`src/rtl/musicbox_pkg.sv`:
```
// Shared definitions for the music box sequencer:
// ROM word layout and the sequencer state encoding.
package musicbox_pkg;

    localparam int PITCH_LSB = 0;
    localparam int PITCH_W   = 6;
    localparam int DUR_LSB   = 6;
    localparam int DUR_W     = 5;
    localparam int WORD_W    = 11;

    localparam logic [DUR_W-1:0] DUR_END = '0;

    typedef enum logic [2:0] {
        S_IDLE,
        S_FETCH,
        S_WAIT,
        S_LATCH,
        S_PLAY,
        S_HALT
    } seq_state_t;

endpackage

```
`src/rtl/song_sequencer_tick_gen.sv`:
```
// Duration tick prescaler: counts 0..DIV-1 while enabled and
// flags the terminal count; clr restarts the count.
module tick_gen #(
    parameter int DIV = 4
) (
    input  logic clk,
    input  logic rst_n,
    input  logic clr,
    input  logic en,
    output logic tick
);
    localparam int CW = $clog2(DIV);
    localparam logic [CW-1:0] LAST = CW'(DIV - 1);

    logic [CW-1:0] r_cnt;

    always_ff @(posedge clk or negedge rst_n) begin
        if (!rst_n) begin
            r_cnt <= '0;
        end else if (clr) begin
            r_cnt <= '0;
        end else if (en) begin
            r_cnt <= (r_cnt == LAST) ? '0 : r_cnt + CW'(1);
        end
    end

    assign tick = en && (r_cnt == LAST);

endmodule

```
`src/rtl/song_sequencer.sv`:
```
// Fetch/play sequencer for the music box: walks the selected song ROM
// and holds each note for the duration encoded in the ROM word.
module song_sequencer
    import musicbox_pkg::*;
#(
    parameter int CLKF    = 100_000_000,
    parameter int TICK_HZ = 16,
    parameter int ADDR_W  = 9,
    parameter int LOOP    = 1
) (
    input  logic              clk,
    input  logic              RESET_n,
    input  logic              pause,
    input  logic              song_sel,
    input  logic              skip,
    input  logic [WORD_W-1:0] rom_data1,
    input  logic [WORD_W-1:0] rom_data2,
    output logic [ADDR_W-1:0] rom_addr,
    output logic [WORD_W-1:0] fullnote,
    output logic              note_start,
    output logic              song_end,
    output logic              playing
);
    localparam int TICK_DIV = CLKF / TICK_HZ;

    seq_state_t         r_state;
    seq_state_t         w_state_nx;
    logic [ADDR_W-1:0]  r_addr;
    logic [ADDR_W-1:0]  w_addr_nx;
    logic [PITCH_W-1:0] r_pitch;
    logic [PITCH_W-1:0] w_pitch_nx;
    logic [DUR_W-1:0]   r_dur;
    logic [DUR_W-1:0]   w_dur_nx;
    logic               r_note_start;
    logic               w_note_start_nx;
    logic               r_song_end;
    logic               w_song_end_nx;
    logic               r_pause;
    logic               r_sel_meta;
    logic               r_sel_sync;
    logic               r_sel_prev;

    logic [WORD_W-1:0]  w_word;
    logic [PITCH_W-1:0] w_word_pitch;
    logic [DUR_W-1:0]   w_word_dur;
    logic [PITCH_W-1:0] w_pitch_out;
    logic               w_song_chg;
    logic               w_run;
    logic               w_tick;
    logic               w_clr;
    logic               w_note_done;

    assign w_song_chg   = r_sel_sync ^ r_sel_prev;
    assign w_word       = r_sel_sync ? rom_data2 : rom_data1;
    assign w_word_pitch = w_word[PITCH_LSB +: PITCH_W];
    assign w_word_dur   = w_word[DUR_LSB +: DUR_W];
    assign w_run        = (r_state == S_PLAY) && !r_pause;
    assign w_clr        = (r_state == S_LATCH);
    assign w_note_done  = w_tick && (r_dur == DUR_W'(1));

    tick_gen #(
        .DIV(TICK_DIV)
    ) u_tick (
        .clk  (clk),
        .rst_n(RESET_n),
        .clr  (w_clr),
        .en   (w_run),
        .tick (w_tick)
    );

    // pause is registered so it acts from the cycle after it is sampled
    always_ff @(posedge clk or negedge RESET_n) begin
        if (!RESET_n) begin
            r_sel_meta <= 1'b0;
            r_sel_sync <= 1'b0;
            r_sel_prev <= 1'b0;
            r_pause    <= 1'b0;
        end else begin
            r_sel_meta <= song_sel;
            r_sel_sync <= r_sel_meta;
            r_sel_prev <= r_sel_sync;
            r_pause    <= pause;
        end
    end

    always_ff @(posedge clk or negedge RESET_n) begin
        if (!RESET_n) begin
            r_state <= S_IDLE;
        end else begin
            r_state <= w_state_nx;
        end
    end

    always_ff @(posedge clk or negedge RESET_n) begin
        if (!RESET_n) begin
            r_addr       <= '0;
            r_pitch      <= '0;
            r_dur        <= '0;
            r_note_start <= 1'b0;
            r_song_end   <= 1'b0;
        end else begin
            r_addr       <= w_addr_nx;
            r_pitch      <= w_pitch_nx;
            r_dur        <= w_dur_nx;
            r_note_start <= w_note_start_nx;
            r_song_end   <= w_song_end_nx;
        end
    end

    always_comb begin
        w_state_nx      = r_state;
        w_addr_nx       = r_addr;
        w_pitch_nx      = r_pitch;
        w_dur_nx        = r_dur;
        w_note_start_nx = 1'b0;
        w_song_end_nx   = 1'b0;
        if (w_song_chg) begin
            w_state_nx = S_FETCH;
            w_addr_nx  = '0;
            w_pitch_nx = '0;
        end else begin
            unique case (r_state)
                S_IDLE:  w_state_nx = S_FETCH;
                S_FETCH: w_state_nx = S_WAIT;
                S_WAIT:  w_state_nx = S_LATCH;
                S_LATCH: begin
                    if (w_word_dur != DUR_END) begin
                        w_pitch_nx      = w_word_pitch;
                        w_dur_nx        = w_word_dur;
                        w_note_start_nx = 1'b1;
                        w_state_nx      = S_PLAY;
                    end else begin
                        w_song_end_nx = 1'b1;
                        w_addr_nx     = '0;
                        if (LOOP != 0) begin
                            w_state_nx = S_FETCH;
                        end else begin
                            w_pitch_nx = '0;
                            w_state_nx = S_HALT;
                        end
                    end
                end
                S_PLAY: begin
                    if (!r_pause) begin
                        if (w_tick) begin
                            w_dur_nx = r_dur - DUR_W'(1);
                        end
                        if (skip || w_note_done) begin
                            w_addr_nx     = r_addr + ADDR_W'(1);
                            w_song_end_nx = &r_addr;
                            w_state_nx    = S_FETCH;
                        end
                    end
                end
                S_HALT:  w_state_nx = S_HALT;
                default: w_state_nx = S_IDLE;
            endcase
        end
    end

    assign w_pitch_out = ((r_state == S_PLAY) && r_pause) ? '0 : r_pitch;

    assign rom_addr   = r_addr;
    assign fullnote   = {{(WORD_W - PITCH_W){1'b0}}, w_pitch_out};
    assign note_start = r_note_start;
    assign song_end   = r_song_end;
    assign playing    = w_run;

endmodule
```
`config.mk`:
```
export PLATFORM = sky130hd
export DESIGN_NAME = song_sequencer
export DESIGN_NICKNAME = d
export VERILOG_FILES = /design/src/rtl/musicbox_pkg.sv /design/src/rtl/song_sequencer_tick_gen.sv /design/src/rtl/song_sequencer.sv
export SDC_FILE = /design/constraint.sdc
export NUM_CORES = 1
export LEC_CHECK = 0
export CORE_UTILIZATION = 59
export DETAILED_ROUTE_END_ITERATION = 16
export DONT_BUFFER_PORTS = 1
export GPL_TIMING_DRIVEN = 1
export HOLD_SLACK_MARGIN = 0.08
export PLACE_DENSITY_LB_ADDON = 0.15
export SETUP_SLACK_MARGIN = 0.5
export SYNTH_ARGS = -nofsm -noshare
export SYNTH_HDL_FRONTEND = slang
export SYNTH_SLANG_ARGS = --single-unit
```
`constraint.sdc`:
```
create_clock -name clk -period 2.85 [get_ports clk]
set_clock_uncertainty 0.1 [all_clocks]
set_input_delay 0.57 -clock clk [delete_from_list [all_inputs] [get_ports clk]]
set_output_delay 0.57 -clock clk [all_outputs]
set_load 0.03 [all_outputs]
```
==> flow_summary.json <==
{
  "status": "complete, no violations",
  "antenna_violations_before_repair": 0,
  "cp-end-kind": "output pin",
  "die_width_um": 72.22,
  "ctsHtreeMaxLevel": 2,
  "final_area_um2": 3293,
  "grt.total_usage": 0.2661,
  "cts_tree": "done",
  "critical_path_class": "flop to output pin",
  "fp.dieH_um": 72.22,
  "final_min_period_over_clock_period": 0.8238,
  "first_global_vias": 2243,
  "grt_setup_unrepaired": "true",
  "place.gp.congestion": 0.8444,
  "period_needed_ns": 2.348,
  "worst_setup_hold_path_clk_slew_ns": 0.10,
  "power.leakage_nw": 1.515,
  "global_route.overflow_total": 0,
  "clk_path_buf_depth": 2,
  "power.density_cell_area_nw_per_um2": 631.8,
  "antennaDiodeCount": 0,
  "worst_r2r_startpoint": "u_tick.r_cnt[15]",
  "final_common_cell": "dfrtp_1",
  "final_antenna_net_count": 0,
  "hold_viol_final": 0,
  "synthXorXnorAreaFrac": 0.05720,
  "mostFrequentLayoutCells": "dfrtp_1, nor2_1, nand2_1, mux2i_1, buf_4",
  "sequential_area_share_after_synthesis": 0.4473,
  "dr_total_vias": 2331,
  "whs_endpoint": "r_pause",
  "worstReg2RegEnd": "r_dur[1]",
  "achievable-frequency_mhz": 425.9,
  "synth_edf_count": 0,
  "worst_ep_required_time_ns": 2.18,
  "worst_slew_margin_rel": 0.5071,
  "drt_drc_violations_left": 0,
  "die_area_um2": 5216,
  "min_from": "pause",
  "cp_max_fo": 6,
  "final-max-slew-violation-count": 0,
  "synthAdderAreaFrac": 0.02151,
  "grt_max_degree": 53,
  "timing.hold.worst.class": "input port to flop",
  "post_route_cells_drive_above_1_share": 0.1698,
  "crit_path_start_kind": "flop",
  "timing.reg2reg.setup_slack_ns": 0.53,
  "grt-busiest-layer": "met2",
  "rr_worst_depth": 5,
  "ys_seq_elements": 52,
  "synth_cells": 302,
  "slew_worst_pin_ns": 0.7341,
  "place_area_um2": 2969,
  "largest_voltage_drop_on_the_vdd_net_mv": 0.4318,
  "detailed_route_wl_mm": 6.464,
  "min_delay_path_depth": 0,
  "ys.flop_type": "dfrtp_1",
  "floorplan.io_pins": 50,
  "met1_global_route_usage": 0.3732,
  "synthMuxAreaShare": 0.06753,
  "power.total_mw": 2.081,
  "finish.net_count": 349,
  "clock_sinks": 52,
  "n_fill_cell": 371,
  "async_flop_share": 1.000,
  "synth_simple_gate_area_share": 0.2417,
  "maxCapViolations": 0,
  "largest_family_of_logic_cells_by_synthesized_area": "simple AND/OR/NAND/NOR gates",
  "hold_ws_ns": 0.1752,
  "cts_buffers": 5,
  "netlist-cell-type-count": 55,
  "compound_gate_fraction_of_synth_area": 0.1308,
  "numPortBuffers": 0,
  "detailedRoute.firstIterationViolations": 175,
  "wl_per_cell_um": 16.79,
  "dpl.hpwl_mm": 4.407,
  "global_route_wire_length_before_repair_mm": 10.75,
  "routed_via_density": 6.055,
  "placeableCoreArea_um2": 4723,
  "worst_skew_pair.late_latency_ns": 0.31,
  "gr-usage-met3": 0.04722,
  "num_rows": 25,
  "post_synth_design_cell_area_um2": 2909,
  "syn2layout_area_growth_pct": 13.20,
  "groute.layer.met2.usage": 0.4216,
  "synthesis.area_per_instance_um2": 9.633,
  "critical_path_arrival_ns": 1.68,
  "finalSetupViolations": 0,
  "synthesis.yosys.warnings": 0,
  "clockRootBuffer": "clkbuf_8",
  "setup_total_negative_slack_ns": 0,
  "detailedRoute.firstPassIterationCount": 4,
  "floorplan.initialDensity": 0.6159
}
[sequential cells by signal (all words and copies together), names as in the netlist, 3 cells and up]
name	cells
rom_addr	9
r_pitch	6
r_state	3
r_dur	5
u_tick.r_cnt	23
[logic make-up (layout without fill, tap and decap cells)]
group	count (synthesis)	count (layout)
AND/OR/NAND/NOR	131	131
multiplexers	19	19
AO/OA/AOI/OAI	55	55
other	1	5
flip-flops	52	52
adder cells (fa/ha/maj)	5	5
buffers and inverters	20	32
XOR/XNOR	19	19
[final cells by class]
cell class	instances	area [µm²]	area share
clock buffers	5	68.82	0.02090
flip-flops and latches	52	1306	0.3967
well taps	67	83.83	0.02546
inverters	5	18.77	0.005699
clock inverters	3	42.54	0.01292
multi-input cells	234	1597	0.4848
repair buffers	19	176.4	0.05357
[critical path, stage by stage, from the launching register on]
cell and delay (ns):
dfrtp_1 0.40, or4b_4 0.58, buf_6 0.15, inv_2 0.08, buf_8 0.15
[where the power goes]
| part | switching [mW] | internal (mW) |
|---|---|---|
| sequential | 0.0883 | 0.823 |
| combinational | 0.378 | 0.280 |
| clock | 0.252 | 0.260 |
[per-layer routing]
metal | part of all wire | vias up
met4 | 0.016 | 0
met5 | 0 | -
met3 | 0.045 | 8
li1 | - | 1122
met1 | 0.47 | 1130
met2 | 0.47 | 71
[stage by stage]
step / setup slack [ns] / instances / utilization
3_3_place_gp: 0.3872 / 363 / 0.6286
5_1_grt: 0.4345 / 385 / 0.6972
3_5_place_dp: 0.3358 / 363 / 0.6286
2_1_floorplan: 0.5216 / 306 / -
4_1_cts: 0.4928 / 379 / 0.6781
6_report: 0.5021 / 385 / 0.6972
[synth_stat cells (2+ instances only)]
| cell | count | area [µm²] |
|---|---|---|
| a22oi_1 | 2 | 15.01 |
| nand3_1 | 12 | 60.06 |
| or4b_1 | 2 | 20.02 |
| ha_1 | 5 | 62.56 |
| o22ai_1 | 6 | 37.54 |
| a22o_1 | 2 | 17.52 |
| nand2_1 | 23 | 86.33 |
| a31oi_1 | 12 | 75.07 |
| inv_1 | 4 | 15.01 |
| a41oi_1 | 3 | 26.28 |
| nor2_1 | 33 | 123.9 |
| nor4b_1 | 2 | 17.52 |
| o31ai_1 | 2 | 15.01 |
| nor3_1 | 5 | 25.02 |
| or2_2 | 2 | 12.51 |
| buf_4 | 5 | 37.54 |
| a211o_1 | 2 | 17.52 |
| o21ai_1 | 4 | 20.02 |
| buf_1 | 2 | 7.510 |
| xor2_1 | 11 | 96.34 |
| and4_1 | 2 | 17.52 |
| dfrtp_1 | 52 | 1301 |
| o21ai_0 | 5 | 25.02 |
| clkbuf_1 | 7 | 26.28 |
| and3_1 | 8 | 50.05 |
| xnor2_1 | 8 | 70.07 |
| or3_1 | 8 | 50.05 |
| nand2b_1 | 4 | 25.02 |
| nor4_1 | 3 | 18.77 |
| mux2i_1 | 17 | 170.2 |
| and2_1 | 8 | 50.05 |
| a211oi_1 | 2 | 15.01 |
| nor2b_1 | 3 | 18.77 |
| nand4_1 | 10 | 62.56 |
| a21oi_1 | 6 | 30.03 |
[what timing repair did]
item,4_1_cts,5_1_grt
hold buffers,2,0
setup buffers,6,6
endpoints found under the hold margin,52,0
pin swaps,4,2
endpoints found under the setup margin,13,21
resized for setup,10,22
[how the worst max path moves through the flow]
stage	from	end	slack [ns]	cells past startpoint
3_3_place_gp	r_state[0]	r_dur[1]	0.39	5
4_1_cts	r_pause	playing	0.49	4
6_report	r_pause	playing	0.50	4
5_1_grt	r_state[1]	fullnote[2]	0.43	5
3_5_place_dp	r_state[0]	r_dur[1]	0.34	5
2_1_floorplan	r_state[0]	r_dur[1]	0.52	6
No activity file was read; power rests on OpenSTA's default activity.
